===== src/rtl/line_segment_scheduler.sv =====
// Per-scanline scheduler: during horizontal blanking, scans a double-buffered segment table and
// assigns the segments that cover the next line to a fixed pool of evaluator slots.
module line_segment_scheduler #(
    parameter int unsigned NUM_SEG   = 8,
    parameter int unsigned NUM_SLOTS = 2,
    parameter int unsigned H_ACTIVE  = 1024,
    parameter int unsigned H_TOTAL   = 1344,
    parameter int unsigned V_ACTIVE  = 768,
    parameter int unsigned V_TOTAL   = 806,
    localparam int unsigned AW       = $clog2(NUM_SEG)
) (
    input  logic                    clk,
    input  logic                    reset,
    input  logic [10:0]             hcount,
    input  logic [9:0]              vcount,
    input  logic                    wr_en,
    input  logic [AW-1:0]           wr_addr,
    input  logic                    wr_valid,
    input  logic [10:0]             wr_start_x,
    input  logic [10:0]             wr_end_x,
    input  logic [9:0]              wr_start_y,
    input  logic [9:0]              wr_end_y,
    input  logic                    commit,
    output logic                    commit_pending,
    output logic [NUM_SLOTS-1:0]    slot_valid,
    output logic [11*NUM_SLOTS-1:0] slot_start_x,
    output logic [11*NUM_SLOTS-1:0] slot_end_x,
    output logic [10*NUM_SLOTS-1:0] slot_start_y,
    output logic [10*NUM_SLOTS-1:0] slot_end_y,
    output logic                    line_overflow,
    output logic                    busy
);

    localparam int unsigned CW = $clog2(NUM_SLOTS + 1);

    typedef struct packed {
        logic        v;
        logic [10:0] sx;
        logic [10:0] ex;
        logic [9:0]  sy;
        logic [9:0]  ey;
    } seg_t;

    typedef enum logic [1:0] {StIdle, StScan, StWait} state_e;

    state_e        state_q, state_d;
    seg_t          shadow_q [NUM_SEG];
    seg_t          active_q [NUM_SEG];
    seg_t          stg_q    [NUM_SLOTS];
    logic [CW-1:0] cnt_q;
    logic          ovf_q;
    logic [AW-1:0] idx_q;
    logic [9:0]    ty_q;
    logic          pending_q;

    logic [9:0] ty;
    logic       trigger, swap, publish, last, hit;
    seg_t       cur;
    logic [9:0] lo, hi;

    assign ty      = (vcount == 10'(V_TOTAL - 1)) ? 10'd0 : vcount + 10'd1;
    assign trigger = (state_q == StIdle) && (hcount == 11'(H_ACTIVE));
    assign swap    = trigger && (ty == 10'd0) && pending_q;
    assign publish = (state_q == StWait) && (hcount == 11'(H_TOTAL - 1));
    assign last    = (idx_q == AW'(NUM_SEG - 1));

    assign cur = active_q[idx_q];
    assign lo  = (cur.sy < cur.ey) ? cur.sy : cur.ey;
    assign hi  = (cur.sy < cur.ey) ? cur.ey : cur.sy;
    // Lines in vertical blanking never schedule anything.
    assign hit = (state_q == StScan) && cur.v && (lo <= ty_q) && (ty_q <= hi)
                 && (ty_q < 10'(V_ACTIVE));

    assign busy           = (state_q == StScan);
    assign commit_pending = pending_q;

    always_comb begin
        state_d = state_q;
        unique case (state_q)
            StIdle:  if (trigger) state_d = StScan;
            StScan:  if (last) state_d = StWait;
            StWait:  if (publish) state_d = StIdle;
            default: state_d = StIdle;
        endcase
    end

    always_ff @(posedge clk or posedge reset) begin
        if (reset) state_q <= StIdle;
        else       state_q <= state_d;
    end

    always_ff @(posedge clk or posedge reset) begin
        if (reset) begin
            for (int i = 0; i < NUM_SEG; i++) shadow_q[i] <= '0;
        end else if (wr_en) begin
            shadow_q[wr_addr] <= '{v: wr_valid, sx: wr_start_x, ex: wr_end_x,
                                   sy: wr_start_y, ey: wr_end_y};
        end
    end

    // The swap copies the pre-edge shadow, so a write on the same edge waits for the next frame.
    always_ff @(posedge clk or posedge reset) begin
        if (reset) begin
            for (int i = 0; i < NUM_SEG; i++) active_q[i] <= '0;
            pending_q <= 1'b0;
        end else if (swap) begin
            for (int i = 0; i < NUM_SEG; i++) active_q[i] <= shadow_q[i];
            pending_q <= commit;
        end else if (commit) begin
            pending_q <= 1'b1;
        end
    end

    always_ff @(posedge clk or posedge reset) begin
        if (reset) begin
            for (int k = 0; k < NUM_SLOTS; k++) stg_q[k] <= '0;
            cnt_q <= '0;
            ovf_q <= 1'b0;
            idx_q <= '0;
            ty_q  <= '0;
        end else if (trigger) begin
            for (int k = 0; k < NUM_SLOTS; k++) stg_q[k] <= '0;
            cnt_q <= '0;
            ovf_q <= 1'b0;
            idx_q <= '0;
            ty_q  <= ty;
        end else if (state_q == StScan) begin
            idx_q <= idx_q + AW'(1);
            if (hit) begin
                if (cnt_q == CW'(NUM_SLOTS)) begin
                    ovf_q <= 1'b1;
                end else begin
                    for (int k = 0; k < NUM_SLOTS; k++) begin
                        if (cnt_q == CW'(k)) stg_q[k] <= cur;
                    end
                    cnt_q <= cnt_q + CW'(1);
                end
            end
        end
    end

    always_ff @(posedge clk or posedge reset) begin
        if (reset) begin
            slot_valid    <= '0;
            slot_start_x  <= '0;
            slot_end_x    <= '0;
            slot_start_y  <= '0;
            slot_end_y    <= '0;
            line_overflow <= 1'b0;
        end else if (publish) begin
            for (int k = 0; k < NUM_SLOTS; k++) begin
                slot_valid[k]            <= stg_q[k].v;
                slot_start_x[11*k +: 11] <= stg_q[k].sx;
                slot_end_x[11*k +: 11]   <= stg_q[k].ex;
                slot_start_y[10*k +: 10] <= stg_q[k].sy;
                slot_end_y[10*k +: 10]   <= stg_q[k].ey;
            end
            line_overflow <= ovf_q;
        end
    end

endmodule


===== config.mk =====
export PLATFORM = sky130hd
export DESIGN_NAME = line_segment_scheduler
export DESIGN_NICKNAME = d
export VERILOG_FILES = /design/src/rtl/line_segment_scheduler.sv
export SDC_FILE = /design/constraint.sdc
export NUM_CORES = 2
export LEC_CHECK = 0
export ABC_AREA = 1
export CAP_MARGIN = 20
export CORE_MARGIN = 10
export CORE_UTILIZATION = 55
export DETAILED_ROUTE_END_ITERATION = 10
export PLACE_DENSITY = 0.76
export SYNTH_ARGS = -nofsm -noshare
export SYNTH_HDL_FRONTEND = slang
export SYNTH_SLANG_ARGS = --single-unit

===== constraint.sdc =====
create_clock -name clk -period 28.4 [get_ports clk]
set_clock_uncertainty 0.1 [all_clocks]
set_input_delay 5.68 -clock clk [delete_from_list [all_inputs] [get_ports clk]]
set_output_delay 5.68 -clock clk [all_outputs]
set_load 0.02 [all_outputs]

* Word level (Yosys, flattened, before mapping)
Index checks and enable logic that the tools add are counted.
** Cells by class
- Add/sub/neg operators :: 3
- $mul :: 0
- Divide/modulo/power cells :: 0
- $lt $le $gt $ge :: 7
- Eq/ne operators :: 12
- Shift-type cells :: 0
- Multiplexer cells :: 31
- Bitwise gates (word level) :: 2
- Reduce and logical (&&, ||, !) cells :: 23
** Operators by type and width (count)
- bitwise mux 344 bit :: 1
- two-way mux 86 bit :: 4
- two-way mux 43 bit :: 5
- binary-select mux 43 bit (select 3 bit) :: 1
- demux 43 bit (select 3 bit) :: 1
- two-way mux 10 bit :: 3
- == test 11 bit, second input constant :: 2
- <= comparator 10 bit :: 2
- two-way mux 2 bit :: 7
- nonzero test 2 bit :: 6
- adder 10 x 1 -> 10 bit, second input constant :: 1
- == test 10 bit, second input constant :: 1
- zero test 10 bit :: 1
- < comparator 10 bit :: 1
- < comparator 10 bit, second input constant :: 1
- logical AND 1 bit :: 9
- AND reduction 3 bit :: 3
- >= comparator 4 bit, second input constant :: 2
- inverter 3 -> 4 bit :: 2
- AND reduction 4 bit :: 2
- two-way mux 1 bit :: 6
- two-way mux 3 bit :: 2
- != test 2 bit, second input constant :: 3
- one-hot mux 2 bit (3 select lines) :: 1
- 8 further kinds :: 11
** Word-level totals
- Register bits after elaboration :: 880
- Latch bits :: 0
- Memory bits (writable) :: 0
- Memory bits (read-only) :: 0
- Bits of input ports :: 71
- Output and inout bits :: 89
- Logic and storage cells :: 180
- Memories :: 0

* Depth between registers and ports, before layout
- Depth in word-level cells :: 13
- Depth in mapped cells :: 32
- Mapped depth without buffers :: 28

* Least setup slack after synthesis
OpenSTA, ideal clock, no wires.
- Path type :: in2reg
- Start :: input vcount[0]
- End :: register active_q[108] (netlist name)
- Library setup time :: 0.118 ns
- Arrival time :: 7.140 ns
- Required time :: 28.182 ns
- Setup slack :: 21.042 ns
- Stages on the path :: 13
- Buffers on the path :: 3
- Path through :: ha_1 nand3_1 nor2_1 nand2_1 nand3_1 nand2_1 nor2_1 nand4_1 buf_2 buf_2 buf_2 nand2_1 nand2_1
** On the way
- Word-level cells in the longest chain between the ends :: 5
- Elaborated cells between the ends (all ways) :: 6
- Classes of those cells :: add/sub: 1; eq/ne: 1; mux: 1; reduce/logical: 3
** Ends and longest elaborated chain
- start, declared :: RTL line 15 : input logic [9:0] vcount,
- adder 10 x 1 -> 10 bit or == test 10 bit (tied branches) :: RTL line 61 : assign ty = (vcount == 10'(V_TOTAL - 1)) ? 10'd0 : vcount + 10'd1;
- two-way mux 10 bit (*) :: RTL line 61
- zero test 10 bit (*) :: RTL line 63 : assign swap = trigger && (ty == 10'd0) && pending_q;
- logical AND 1 bit (*) (2 in a row) :: RTL line 63
Mark *: on every way between the ends. The rest lies on a longest branch, timed or not.
A chain may end at the register's enable or synchronous reset.

==> key figures <==
Status
  • Outcome: complete, no violations

Logic synthesis
  • Ys async rst share: 100%
  • Sequential fraction of the synthesis area: 58.3%
  • Mapped Cells: 4490
  • Avg Cell Area, Syn: 8.42 µm²
  • Syn nets: 4597
  • Yosys reg bits: 880
  • Yosys cell types: 28
  • Top FF cell, synth: dfrtp_1
  • Post-synth EDFFs: 0
  • Yosys warns: 0
  • Synthesized area: 0.0378 mm²

STA
  • Slew @ Worst Pin: 1.33 ns
  • Setup TNS: 0 ns
  • Rel. slew slack: 11.0%
  • Hold Slack: 0.368 ns
  • Fin. Hold Viols: 0
  • Pins Over Slew Limit: 0
  • Final setup margin: 18.85 ns
  • Final min period: 9.55 ns
  • RSZ-0062 raised after global routing: no
  • Fmax: 0.105 GHz
  • Setup Viol. Count Final: 0
  • Period Utilization, post-route: 33.6%

Global route
  • Vias in the first global route: 29300
  • Initial antenna violation count: 1
  • Grt total ovfl: 0
  • Pin count of the biggest net entering global routing: 249
  • Overall Global Routing Usage: 24.3%
  • Global-route wire length before repair: 156 mm

Worst setup path
  • Crit-path cells: clkdlybuf4s50_1 > clkinvlp_4 > buf_4 > buf_12 > buf_4 > buf_4
  • CP Capture Type: asynchronous set/reset pin
  • Crit-path slowest cell: buf_4
  • Worst setup SP type: input port
  • R2R Path Start: idx_q[0]$_DFFE_PP0P_
  • Data required, critical path: 28.91 ns
  • CP arrival: 10.05 ns
  • Crit path max-delay family: buffers and inverters
  • Critical path's most frequent cell: buf_4
  • CP peak stage delay: 0.91 ns
  • Critical path type: input port to asynchronous set/reset pin
  • Max Fanout on Critical Path: 165
  • Crit path from: reset
  • Critical path buffer and inverter count: 6

Cells and area
  • Fin nets: 4578
  • Util after Layout: 62.3%
  • Final instance area: 0.0425 mm²
  • Most common cell after layout, fill and taps aside: nand2_1
  • Layout cells sized above 1: 4.38%
  • Area growth, synth to finish: 12.6%
  • Most frequent cells in the layout: nand2_1, dfrtp_1, nand3_1, o21ai_0, inv_1
  • Filler instances: 5670
  • Ant. Diodes: 0
  • Non-filler cells, final: 5422

Power and ir drop
  • IR drop worst, VDD: 0.0508 mV
  • Power Density: 65.8 mW/mm²
  • Tot Pwr: 2.80 mW
  • Static leakage: 21.6 nW

Floorplanning
  • Rows: 96
  • # IOs: 160
  • Initial Util: 55.3%
  • Die ar.: 0.0796 mm²
  • Total core area: 0.0683 mm²
  • Die span in x: 282 µm
  • Die height: 282 µm

Clocking
  • Clk sink count: 880
  • Post CTS Setup Buffer Count: 0
  • Clock Latency Late Sink: 0.64 ns
  • Post-CTS Resized: 0
  • Clock tree buffer depth: 3
  • H-tree lvl count: 3
  • TritonCTS clock tree: yes
  • CTS buffer count: 85
  • Cts hold-fix bufs: 0
  • Clk Tree Root Cell: clkbuf_16
  • Reg clk slew, reported paths: 0.06 ns

Placement
  • Placed Area: 0.0395 mm²
  • Port Buf Inserts: 159
  • Placed Cells: 5260
  • Dpl hpwl: 51.6 mm
  • GP Congestion: 0.829
  • Post-placement worst setup slack: 18.06 ns

Route
  • Vias per Instance: 5.56
  • Initial drt markers: 3305
  • Routed Antenna Nets: 0
  • Vias: 30100
  • Average wire per cell in the routed design: 17.7 µm
  • Final WL: 96.1 mm
  • Number of remaining DRC errors: 0
  • Initial DRT Pass Iterations: 5

Run
  • # Max-Cap Violations: 0

Worst hold path
  • Hold path start: stg_q[70]$_DFFE_PP0P_
  • Min-delay worst type: flop to flop
## layout make-up
class	count	area, µm²	area share (%)
inverter	229	867	2.04
sequential	880	22000	51.8
clock inverter	29	354	0.832
multi-input combinational	3073	13600	32.0
timing repair buffer	202	2110	4.96
tap	882	1100	2.59
clock buffer	127	2490	5.85
## cell families (layout without fill, tap and decap cells)
family	Yosys count	count (layout)	share of synthesized area [%]
XOR/XNOR	2	2	0.0464
flip-flops	880	880	58.3
AND/OR/NAND/NOR	2393	2393	25.8
adder cells (fa/ha/maj)	36	36	1.19
AO/OA/AOI/OAI	642	642	8.68
buffers and inverters	537	587	6.01
## flip-flops by register name, summed over array words and instances, names as in the netlist, 3 cells and up
| name | flops |
|---|---|
| idx_q | 3 |
| ty_q | 10 |
| stg_q | 86 |
| active_q | 344 |
| slot_end_y | 20 |
| shadow_q | 344 |
| slot_end_x | 22 |
| slot_start_y | 20 |
| slot_start_x | 22 |
## worst register-to-register path, delay by kind of cell, from the launching register on
kind | cells | cell delay [ns]
AOI/OAI and AO/OA | 3 | 1.20
buffers and inverters | 6 | 2.26
and+or+nand+nor | 15 | 2.83
adders and majority gates | 2 | 0.67
DFF | 1 | 0.64
## where the power goes
part / internal, mW / switching, mW / leakage [nW]
Combinational: 0.0822 / 0.162 / 8.43
Sequential: 1.35 / 0.0520 / 11.7
Clock: 0.672 / 0.482 / 1.41
Total: 2.10 / 0.697 / 21.6
## synth_stat cells (2+ instances only)
master    count  area, µm²
a21o_1        2       15.0
a21oi_1      95        475
buf_1        15       56.3
buf_2        61        305
buf_4         6       45.0
buf_6        21        236
clkbuf_1    205        769
clkinv_1      3       11.3
dfrtp_1     880      22000
ha_1         36        450
inv_1       220        826
inv_2         6       22.5
nand2_1    1611       6050
nand3_1     560       2800
nand3b_1      3       22.5
nand4_1       9       56.3
nor2_1      183        687
nor3_1       24        120
o21a_1        3       22.5
o21ai_0     499       2500
o21ai_1       3       15.0
o21bai_1      3       22.5
o22ai_1      36        225
xor2_1        2       17.5
## path summary, 6_finish.rpt
| kind | end | slack (ns) | cells past startpoint |
|---|---|---|---|
| hold / removal | stg_q[70]$_DFFE_PP0P_ | 0.37 | 2 |
| setup reg to reg | stg_q[30]$_DFFE_PP0P_ | 20.59 | 26 |
| min in group asynchronous | active_q[44]$_DFFE_PP0P_ | 5.36 | 2 |
| setup / recovery | shadow_q[292]$_DFFE_PP0P_ | 18.85 | 6 |
| max in group clk | active_q[151]$_DFFE_PP0P_ | 19.43 | 14 |
| hold reg to reg | stg_q[70]$_DFFE_PP0P_ | 0.37 | 2 |
## layer usage
| metal | global-route usage [%] | routed length [µm] | vias up |
|---|---|---|---|
| met5 | 0 | 11 | - |
| met4 | 6.52 | 1900 | 2 |
| met3 | 3.96 | 6950 | 154 |
| met2 | 39.6 | 45200 | 930 |
| met1 | 33.5 | 42000 | 14600 |
| li1 | - | - | 14400 |
Power figures use the tool's default switching activity.
